## config.mk

```make
export PLATFORM = sky130hd
export DESIGN_NAME = menu_button_ctrl
export DESIGN_NICKNAME = d
export VERILOG_FILES = /design/src/rtl/menu_button_ctrl.sv
export SDC_FILE = /design/constraint.sdc
export NUM_CORES = 1
export LEC_CHECK = 0
export ABC_AREA = 1
export CORE_ASPECT_RATIO = 0.75
export CORE_UTILIZATION = 30
export CTS_CLUSTER_SIZE = 40
export DETAILED_ROUTE_END_ITERATION = 10
export GPL_ROUTABILITY_DRIVEN = 0
export PLACE_DENSITY = 0.6
export SLEW_MARGIN = 25
export SYNTH_ARGS = -nofsm -noshare
export SYNTH_HDL_FRONTEND = slang
export SYNTH_SLANG_ARGS = --single-unit
export TNS_END_PERCENT = 20
```

## constraint.sdc

```tcl
create_clock -name clk -period 1.6 [get_ports clk]
set_input_delay 0.24 -clock clk [delete_from_list [all_inputs] [get_ports clk]]
set_output_delay 0.24 -clock clk [all_outputs]
set_load 0.02 [all_outputs]
```

## src/rtl/menu_button_ctrl.sv

```systemverilog
// Main-menu mouse controller: registered Start/Connect hover flags, press-then-release click pulses
// and the connect attempt handshake. Hover is 1 cycle from position; all pulses are registered, 1 cycle wide.
module menu_button_ctrl #(
    parameter int unsigned START_X0        = 220,
    parameter int unsigned START_X1        = 419,
    parameter int unsigned START_Y0        = 230,
    parameter int unsigned START_Y1        = 289,
    parameter int unsigned CONN_X0         = 220,
    parameter int unsigned CONN_X1         = 419,
    parameter int unsigned CONN_Y0         = 330,
    parameter int unsigned CONN_Y1         = 389,
    parameter int unsigned CONNECT_TIMEOUT = 100_000_000
) (
    input  logic       clk,
    input  logic       rst,
    input  logic       enable,
    input  logic [9:0] MOUSE_X_POS,
    input  logic [9:0] MOUSE_Y_POS,
    input  logic       MOUSE_LEFT,
    input  logic       connect_done,
    output logic       mouse_on_start_button,
    output logic       mouse_on_connect_button,
    output logic       start_pulse,
    output logic       connecting,
    output logic       connect_ok,
    output logic       connect_fail
);

    localparam int unsigned CNT_W = (CONNECT_TIMEOUT > 1) ? $clog2(CONNECT_TIMEOUT) : 1;
    localparam logic [CNT_W-1:0] CNT_LAST = CNT_W'(CONNECT_TIMEOUT - 1);

    localparam logic [9:0] S_X0 = 10'(START_X0);
    localparam logic [9:0] S_X1 = 10'(START_X1);
    localparam logic [9:0] S_Y0 = 10'(START_Y0);
    localparam logic [9:0] S_Y1 = 10'(START_Y1);
    localparam logic [9:0] C_X0 = 10'(CONN_X0);
    localparam logic [9:0] C_X1 = 10'(CONN_X1);
    localparam logic [9:0] C_Y0 = 10'(CONN_Y0);
    localparam logic [9:0] C_Y1 = 10'(CONN_Y1);

    typedef enum logic [1:0] {
        ST_IDLE,
        ST_ARM_START,
        ST_ARM_CONNECT,
        ST_CONNECTING
    } state_t;

    state_t           state_q, state_d;
    logic [CNT_W-1:0] cnt_q, cnt_d;
    logic             left_q, left_d;
    logic             on_start_q, on_start_d;
    logic             on_conn_q, on_conn_d;
    logic             start_pulse_q, start_pulse_d;
    logic             connecting_q, connecting_d;
    logic             connect_ok_q, connect_ok_d;
    logic             connect_fail_q, connect_fail_d;

    logic             hit_start;
    logic             hit_conn;
    logic             press;

    always_comb begin
        hit_start = enable
                    && (MOUSE_X_POS >= S_X0) && (MOUSE_X_POS <= S_X1)
                    && (MOUSE_Y_POS >= S_Y0) && (MOUSE_Y_POS <= S_Y1);
        hit_conn  = enable
                    && (MOUSE_X_POS >= C_X0) && (MOUSE_X_POS <= C_X1)
                    && (MOUSE_Y_POS >= C_Y0) && (MOUSE_Y_POS <= C_Y1);
        press     = MOUSE_LEFT & ~left_q;
    end

    // Arm/release decisions look at the registered hover flags, i.e. last cycle's position.
    always_comb begin
        state_d        = state_q;
        cnt_d          = cnt_q;
        left_d         = MOUSE_LEFT;
        on_start_d     = hit_start;
        on_conn_d      = hit_conn;
        start_pulse_d  = 1'b0;
        connect_ok_d   = 1'b0;
        connect_fail_d = 1'b0;

        unique case (state_q)
            ST_IDLE: begin
                if (enable && press) begin
                    if (on_start_q) begin
                        state_d = ST_ARM_START;
                    end else if (on_conn_q) begin
                        state_d = ST_ARM_CONNECT;
                    end
                end
            end
            ST_ARM_START: begin
                if (!enable) begin
                    state_d = ST_IDLE;
                end else if (!MOUSE_LEFT) begin
                    start_pulse_d = on_start_q;
                    state_d       = ST_IDLE;
                end
            end
            ST_ARM_CONNECT: begin
                if (!enable) begin
                    state_d = ST_IDLE;
                end else if (!MOUSE_LEFT) begin
                    if (on_conn_q) begin
                        state_d = ST_CONNECTING;
                        cnt_d   = '0;
                    end else begin
                        state_d = ST_IDLE;
                    end
                end
            end
            ST_CONNECTING: begin
                // A completion arriving in the last timeout cycle still counts as success.
                if (connect_done) begin
                    connect_ok_d = 1'b1;
                    state_d      = ST_IDLE;
                end else if (cnt_q == CNT_LAST) begin
                    connect_fail_d = 1'b1;
                    state_d        = ST_IDLE;
                end else begin
                    cnt_d = cnt_q + CNT_W'(1);
                end
            end
            default: begin
                state_d = ST_IDLE;
            end
        endcase

        connecting_d = (state_d == ST_CONNECTING);
    end

    always_ff @(posedge clk) begin
        if (rst) begin
            state_q        <= ST_IDLE;
            cnt_q          <= '0;
            left_q         <= 1'b0;
            on_start_q     <= 1'b0;
            on_conn_q      <= 1'b0;
            start_pulse_q  <= 1'b0;
            connecting_q   <= 1'b0;
            connect_ok_q   <= 1'b0;
            connect_fail_q <= 1'b0;
        end else begin
            state_q        <= state_d;
            cnt_q          <= cnt_d;
            left_q         <= left_d;
            on_start_q     <= on_start_d;
            on_conn_q      <= on_conn_d;
            start_pulse_q  <= start_pulse_d;
            connecting_q   <= connecting_d;
            connect_ok_q   <= connect_ok_d;
            connect_fail_q <= connect_fail_d;
        end
    end

    assign mouse_on_start_button   = on_start_q;
    assign mouse_on_connect_button = on_conn_q;
    assign start_pulse             = start_pulse_q;
    assign connecting              = connecting_q;
    assign connect_ok              = connect_ok_q;
    assign connect_fail            = connect_fail_q;

endmodule

```

-- Word-level counts from Yosys, hierarchy flattened
Index checks and enable logic that the tools add are counted.
- output and inout bits: 6
- input bits: 25
- word-level logic and storage cells: 63
- register bits: 36
- eq/ne operators: 10
- $lt $le $gt $ge: 6
- reductions and logical operators: 13
- bitwise operators: 5
- add/subtract/negate cells: 1
- mux-type cells: 19
- operators with widths (kind ; count):
    27-bit 2-to-1 mux ; 5
    27-bit case mux with 2 select lines ; 1
    10-bit by 9-bit less-or-equal comparator with 1-bit output, second input constant ; 3
    27-bit by 1-bit adder with 27-bit output, second input constant ; 1
    27-bit == test, second input constant ; 1
    10-bit by 8-bit greater-or-equal comparator with 1-bit output, second input constant ; 2
    2-bit 2-to-1 mux ; 10
    10-bit by 9-bit greater-or-equal comparator with 1-bit output, second input constant ; 1
    2-bit inequality test, second input constant ; 5
    2-bit case mux with 4 select lines ; 1
    1-bit logical AND ; 7
    2-bit == test, second input constant ; 3
    6-bit AND reduction ; 1
    1-bit NOT ; 4
    4-bit OR reduction ; 1
    3-bit OR reduction ; 1
    2-bit by 1-bit == test with 1-bit output, second input constant ; 1
    2-bit logical NOT ; 1
    1-bit 2-to-1 mux ; 2
    2-bit nonzero test ; 1
    2-bit OR reduction ; 1
    1-bit bitwise AND ; 1

-- Depth between registers and ports, before layout
Gate-level depths: netlist (run 1).
- depth after elaboration: 6
- mapped depth: 12
- depth with buffers taken out: 12

-- Worst setup path before layout (run 1)
No wires, ideal clock.
- path kind: register to register
- from: reg cnt_q[0]
- to: reg cnt_q[20]
- library setup time: 115 ps
- cell stages (with the launch flop): 12
- data required time: 1485 ps
- buffers on the path: 1
- period minus slack after synthesis: 1586 ps
- arrival time: 1471 ps
- path slack: 14 ps
- path through: dfxtp_1 -> ha_1 -> nand3_2 -> inv_2 -> nand2_4 -> nor2_8 -> nand2_2 -> nand2_2 -> nand2_4 -> buf_6 -> a21oi_1 -> nor2_1
- longest elaborated chain between the ends: 4
- elaborated cells on any way between the ends: 7
- those cells by class: add/sub (1); eq/ne (2); mux (3); reduce/logical (1)
- ends and longest elaborated chain (element ; line ; source):
    from (decl) ; 49 ; logic [CNT_W-1:0] cnt_q, cnt_d;
    from (signal assigned) ; 146 ; cnt_q <= cnt_d;
    27-bit by 1-bit adder with 27-bit output ; 122 ; cnt_d = cnt_q + CNT_W'(1);
    27-bit 2-to-1 mux ; 118 ; end else if (cnt_q == CNT_LAST) begin
    27-bit 2-to-1 mux ; 115 ; if (connect_done) begin
    27-bit case mux with 2 select lines ; 83 ; unique case (state_q)
Several ways; a longest one is shown, not always the timed one. The select of a mux whose other input is x is not followed.
A chain may end at the register's enable or synchronous reset.

-- Worst setup path in the final report (run 1)
- from: reg cnt_q[0]
- to: reg cnt_q[21]
The elaborated chain is that of the path after synthesis.

==> results.md, run 1 <==
- Row Count: 27
- Worst setup SP type: flop
- Die width: 106 um
- Final period utilization: 97.9%
- DRT Wirelength: 7160 um
- Core area: 7570 sq um
- Synthesis-stage register bit count: 36
- Overall routing resource usage: 17.3%
- Power density cells: 492 nW/um^2
- Crit-path max FO: 4
- XOR/XNOR Fraction of Synth Area: 3.98%
- Total power: 0.00171 W
- Design area: 3480 sq um
- P_sw: 0.000391 W
- CP top delay family: simple AND/OR/NAND/NOR gates
- Clk pwr share: 40.0%
- Cell Area, Synth: 2420 sq um
- Worst hold margin: 486 ps
- Antenna Nets Post-Route: 0
- Critical path's largest stage delay: 360 ps
- Multiplexer share of the synthesized area: 0%
- Switching Share: 22.8%
- Register share of total power: 52.4%
- Slack of the critical path: 33.4 ps
- Final setup violation count: 0
- Status: finished, final reports clean
- Synth Area in Simple Gates: 47.9%
- Pre-CTS WS: -191 ps
- GRT Residual Overflow: 0
- Die area: 8440 sq um
- Seq/Total Area, Yosys: 29.8%
- Worst path depth: 10
- Clock slew at reported path FFs: 80 ps
- Max clock buf depth: 2
- Post-synth ARST share: 0%
- Yosys Warn Count: 0
- Largest family of logic cells by synthesized area: simple AND/OR/NAND/NOR gates
- CP Capture Type: flop
- IO buf count: 27
- Vias in the first global route: 2528
- Buffers & Inverters on Critical Path: 2
- Syn Area/Cell: 6.07 sq um
- Hold crit path type: flop to flop
- Max cap viols: 0
- Slew at the pin closest to its max-slew limit: 408 ps
- Synth Area in Compound Gates: 8.16%
- CTS sink count: 36
- Global-route wire length before repair: 11600 um
- Adder-Cell Fraction of Synth Area: 0.517%
- Post-layout nets: 506
- RSZ-0062 raised after global routing: yes
- Area Overhead vs Synth: 43.8%
- Die height: 79.8 um
- Initial antenna violation count: 0
- EDFF count, synth: 0
- Post-synth top flop: dfxtp_1
- Syn nets: 425
- Comb power frac: 7.7%
- Clock skew: 9.01 ps
- TritonRoute pass-1 iters: 4
- Total inserted antenna cells: 0
- Worst EP required: 1820 ps
- Largest net degree at the start of global routing: 18
- I/O Pins: 31
- Arrival time worst endpoint: 1790 ps
- Final slew viol count: 0
- Fill cell count: 798
- Critical path type: flop to flop
- Dpl hpwl: 5400 um
- DP Area: 3160 sq um
- Final hold violations: 0
- Routed wire per std cell: 12.3 um
- DRC violations left: 0
- Fmax: 638 MHz
- Via Count: 2690
- Maximum vdd ir drop: 281 uV
- Internal power: 0.00132 W
- FF-to-FF path depth: 10
- Period minus WS final: 1570 ps
- CP Cell Sequence: buf_4 > nand3_2 > nor2_2 > buf_4 > nand4_1 > nor2_1 > nand3_1 > nand2_1 > nand2_1 > nor2_1
- CTS H-Tree Depth: 2
- Share of layout cells above drive strength 1: 28.7%
- Hold depth: 2
- Initial Utilization: 32.0%
- Slew headroom: 72.8%
- Cells after synthesis: 399
- Worst-Skew Late Latency: 290 ps
- Yosys cell types: 35
- Hold-fix buffers at CTS: 0
- CTS tree: done
- TritonCTS buffer count: 5
- Avg Vias per Cell: 4.62
- DR iter-0 viols: 204
- CP max stage cell: dfxtp_2
- Clock Tree Root: clkbuf_8
- Leak: 1.32 nW
==> worst reg2reg max path, stage by stage (launching register included) <==
cell and delay (ps):
dfxtp_2 360, buf_4 150, nand3_2 110, nor2_2 180, buf_4 130, nand4_1 70, nor2_1 160, nand3_1 130
nand2_1 80, nand2_1 40, nor2_1 90
==> cell type report <==
cell class                 count  area [sq um]  area share [%]
tap                          101           126            3.63
sequential                    36           741            21.3
multi-input combinational    307          1600            45.9
timing repair buffer          82           746            21.4
inverter                      48           180            5.17
clock buffer                   8          90.1            2.59
==> path summary, 6_finish.rpt <==
kind | start | to | slack, ps
max | cnt_q[0]$_SDFFE_PP0P_ | cnt_q[21]$_SDFFE_PP0P_ | 30
min | mouse_on_start_button$_SDFF_PP0_ | start_pulse$_SDFF_PP0_ | 490
max reg2reg | cnt_q[0]$_SDFFE_PP0P_ | cnt_q[21]$_SDFFE_PP0P_ | 30
min reg2reg | mouse_on_start_button$_SDFF_PP0_ | start_pulse$_SDFF_PP0_ | 490
==> per-layer routing <==
layer / part of all wire (%) / up-vias / GRT usage, % / wire length (um)
met1: 52 / 1196 / 24.9 / 3700
met2: 42 / 73 / 26.2 / 2990
met4: 0.73 / 0 / 3.06 / 52
met5: 0 / - / 0 / 0
met3: 5.8 / 6 / 3.92 / 412
li1: - / 1415 / - / -
==> cells in the mapped netlist, types with 2 or more instances <==
cell | count | share of area, %
nand2_4 | 3 | 1.4
nand3_2 | 3 | 1.2
inv_2 | 3 | 0.46
nand4_1 | 8 | 2.1
o21bai_1 | 2 | 0.62
inv_1 | 44 | 6.8
nor2_2 | 6 | 1.5
nand2_2 | 3 | 0.77
nor2_4 | 2 | 0.93
nor4_1 | 2 | 0.52
a21oi_1 | 19 | 3.9
nand2_1 | 105 | 16
a31oi_1 | 2 | 0.52
dfxtp_1 | 36 | 30
o21ai_0 | 8 | 1.7
xor2_1 | 10 | 3.6
nor2_1 | 86 | 13
nor3_1 | 10 | 2.1
nand3_1 | 26 | 5.4
buf_6 | 3 | 1.4
o21ai_1 | 2 | 0.41
clkbuf_1 | 3 | 0.46
==> state kept, by name, summed over array words and instances (netlist names) <==
name and count:
cnt_q 27, connect_fail 1, connect_ok 1, connecting 1, left_q 1, mouse_on_connect_button 1
mouse_on_start_button 1, start_pulse 1, state_q 2
==> power by group through the flow <==
stage	clock, W	sequential, W	combinational, W
after floorplan	0	0.000919	0.0000448
after global placement	0	0.000919	0.000127
after detailed placement	0	0.000919	0.000130
after CTS	0.000709	0.000897	0.000130
after global routing	0.000756	0.000897	0.000143
final	0.000684	0.000897	0.000131
==> stage by stage <==
step | std cells | setup TNS (ps) | utilization [%]
after floorplan | 399 | 0 | -
after global placement | 567 | -2590 | 41.8
after detailed placement | 567 | -2900 | 41.8
after CTS | 575 | 0 | 43.2
after global routing | 582 | -597 | 46.0
final | 582 | 0 | 46.0
==> cells in the final DEF (no fill, tap or decap), types with 6 or more instances in the layout <==
cell type and instances:
a21oi_1 15, buf_4 50, clkbuf_8 6, clkdlybuf4s50_1 27, dfxtp_1 20, dfxtp_2 16
inv_1 42, nand2_1 99, nand2_2 8, nand3_1 24, nand4_1 8, nor2_1 66
nor2_2 25, nor3_1 8, o21ai_0 7, xor2_1 10
==> what timing repair did <==
item / CTS / global route
setup endpoints to repair: 7 / 27
pin swaps: 0 / 10
gates resized for setup: 3 / 55
buffers inserted: 0 / 7
==> kinds of logic (layout without fill, tap and decap cells) <==
logic type / Yosys count / in the layout
fa+ha+maj: 1 / 1
simple gates: 259 / 259
buf+inv: 56 / 138
xor+xnor: 11 / 11
flops: 36 / 36
compound gates: 36 / 36
Note: power is estimated with default switching activity, not from simulation.
==> run 2: changes to the inputs <==
- CORE_ASPECT_RATIO: 0.75 -> 2
- GPL_TIMING_DRIVEN: default -> 0
==> run 2 against run 1 <==
The flow now finishes with violations (setup timing). Combinational power decreased by 8%. Sequential power fell by 0.8%. Via count grew 2.2%. Die area up 0.21%. Design area fell by 1.7%. Non-clock buffer count fell by 28. Count of clock-buffer cells in the layout down 3. Worst setup slack worse by 48 ps. Critical path depth rose by 1. Critical endpoint is now cnt_q[16]$_SDFFE_PP0P_. Largest power group is now the clock network.
==> results.md, run 2 (synthesis gave the netlist of run 1 again) <==
- Reg2reg start: cnt_q[8]$_SDFFE_PP0P_
- Maximum vdd ir drop: 451 uV
- Hold depth: 3
- Row Count: 46
- CTS tree: done
- CP Capture Type: flop
- Fmax: 619 MHz
- Worst setup SP type: flop
- Slack of the critical path: -14.3 ps
- Switching Share: 22.4%
- Avg Vias per Cell: 5.01
- Clk pwr share: 53.5%
- CTS sink count: 36
- Pre-CTS WS: -348 ps
- Worst-Skew Late Latency: 290 ps
- Final setup violation count: 3
- Status: finished, violations left
- DRT Wirelength: 7980 um
- Via Count: 2750
- Arrival time worst endpoint: 1770 ps
- Die width: 65.5 um
- Period minus WS final: 1610 ps
- Most common cell after layout, fill and taps aside: nand2_1
- Internal power: 0.00168 W
- IO buf count: 26
- Power density cells: 634 nW/um^2
- Clock skew: 5.01 ps
- Post-layout nets: 478
- TritonRoute pass-1 iters: 4
- Critical path's largest stage delay: 360 ps
- R2r setup slk: -10 ps
- GRT Residual Overflow: 0
- Initial antenna violation count: 0
- FF-to-FF path depth: 11
- Slew headroom: 62.4%
- Top flop regs: cnt_q: 27 flops, state_q: 2 flops
- Worst EP required: 1750 ps
- Antenna Nets Post-Route: 0
- Slew at the pin closest to its max-slew limit: 563 ps
- CP Cell Sequence: inv_1 > nand2_1 > nor2_1 > nand2_1 > nor2_4 > nand2_2 > nand2_2 > nand2_4 > buf_8 > nand3_1 > a21oi_1
- Failing checks: setup timing
- Vias in the first global route: 2636
- Most frequent cells in the layout: nand2_1, nor2_1, inv_1
- CTS H-Tree Depth: 2
- Clock slew at reported path FFs: 60 ps
- Final slew viol count: 0
- Max reg flops: 27
- Global-route wire length before repair: 12200 um
- P_sw: 0.000486 W
- Total power: 0.00217 W
- Core area: 7890 sq um
- Crit-path max FO: 10
- Setup TNS: -26.3 ps
- Area Overhead vs Synth: 41.3%
- Register share of total power: 41.0%
- Reg-to-Reg End: cnt_q[16]$_SDFFE_PP0P_
- TritonCTS buffer count: 5
- Final hold violations: 0
- Max cap viols: 0
- Die area: 8460 sq um
- Share of layout cells above drive strength 1: 26.7%
- Largest net degree at the start of global routing: 13
- Routed wire per std cell: 14.5 um
- Die height: 129 um
- Max clock buf depth: 2
- I/O Pins: 31
- Worst hold margin: 286 ps
- Critical path type: flop to flop
- Hold_sp: MOUSE_LEFT
- Final period utilization: 101%
- Fill cell count: 794
- RSZ-0062 raised after global routing: yes
- Hold crit path type: input port to flop
- Comb power frac: 5.5%
- DR iter-0 viols: 193
- Initial Utilization: 30.7%
- DRC violations left: 0
- Biggest register: cnt_q
- Overall routing resource usage: 19.5%
- CP max stage cell: dfxtp_1
- Dpl hpwl: 5760 um
- Clock Tree Root: clkbuf_16
- Leak: 1.25 nW
- Total inserted antenna cells: 0
- Hold path endpoint: left_q$_SDFF_PP0_
==> run 2: cell types whose count changed in the layout (fill, tap and decap cells not counted), sizes merged <==
cell	change
clkinv	+1
clkbuf	+3
dlymetal6s2s	+2
clkdlybuf4s50	-3
bufinv	+1
clkinvlp	+1
buf	-33
==> run 2: cell type report <==
cell class	count	area, sq um	share of cell area, %
Multi-Input combinational cell	307	1650	48.1
Sequential cell	36	758	22.1
Timing Repair Buffer	46	472	13.8
Inverter	48	183	5.34
Clock buffer	5	125	3.65
Tap cell	96	120	3.51
Buffer	8	75.1	2.19
Clock inverter	3	42.5	1.24
==> run 2: how the worst max path moves through the flow <==
stage,start,cells after the start,slack (ps),to
2_1_floorplan,cnt_q[0]$_SDFFE_PP0P_,11,10,cnt_q[20]$_SDFFE_PP0P_
3_3_place_gp,cnt_q[0]$_SDFFE_PP0P_,11,-300,cnt_q[15]$_SDFFE_PP0P_
3_5_place_dp,MOUSE_LEFT,9,-350,cnt_q[2]$_SDFFE_PP0P_
4_1_cts,cnt_q[0]$_SDFFE_PP0P_,11,-20,cnt_q[14]$_SDFFE_PP0P_
5_1_grt,cnt_q[13]$_SDFFE_PP0P_,10,-100,cnt_q[0]$_SDFFE_PP0P_
6_report,cnt_q[8]$_SDFFE_PP0P_,11,-10,cnt_q[16]$_SDFFE_PP0P_
==> run 2: stage by stage <==
stage | cell area, sq um | utilization, % | cells
final | 3420 | 43.4 | 549
after global routing | 3420 | 43.4 | 549
after CTS | 3090 | 39.1 | 534
after global placement | 2800 | 35.5 | 521
after floorplan | 2420 | - | 399
after detailed placement | 2800 | 35.5 | 521
==> run 2: power groups by stage <==
| stage | combinational [W] | sequential (W) | clock, W |
|---|---|---|---|
| final | 0.000120 | 0.000890 | 0.00116 |
| after global routing | 0.000134 | 0.000889 | 0.00122 |
| after CTS | 0.000120 | 0.000895 | 0.00117 |
| after detailed placement | 0.000119 | 0.000919 | 0 |
| after global placement | 0.000116 | 0.000919 | 0 |
| after floorplan | 0.0000448 | 0.000919 | 0 |
==> run 2: metal layers <==
layer,global-route usage [%],vias to the layer above,share of wire (%)
met5,0,-,0
met4,15.1,0,7.2
met3,2.64,32,2.8
met2,38.1,75,58
met1,16.8,1273,32
li1,-,1370,-
==> run 2: timing repair <==
action / 4_1_cts / 5_1_grt
resized for setup: 24 / 68
cloned: 0 / 3
hold buffers: 0 / 0
pin swaps: 3 / 8
endpoints found under the setup margin: 30 / 28
setup buffers: 5 / 12
==> run 2: critical path, delay by kind of cell (launching register included) <==
| family | cells | cell delay [ps] |
|---|---|---|
| buffers and inverters | 2 | 260 |
| flip-flops | 1 | 360 |
| AO/OA/AOI/OAI | 1 | 70 |
| AND/OR/NAND/NOR | 8 | 770 |
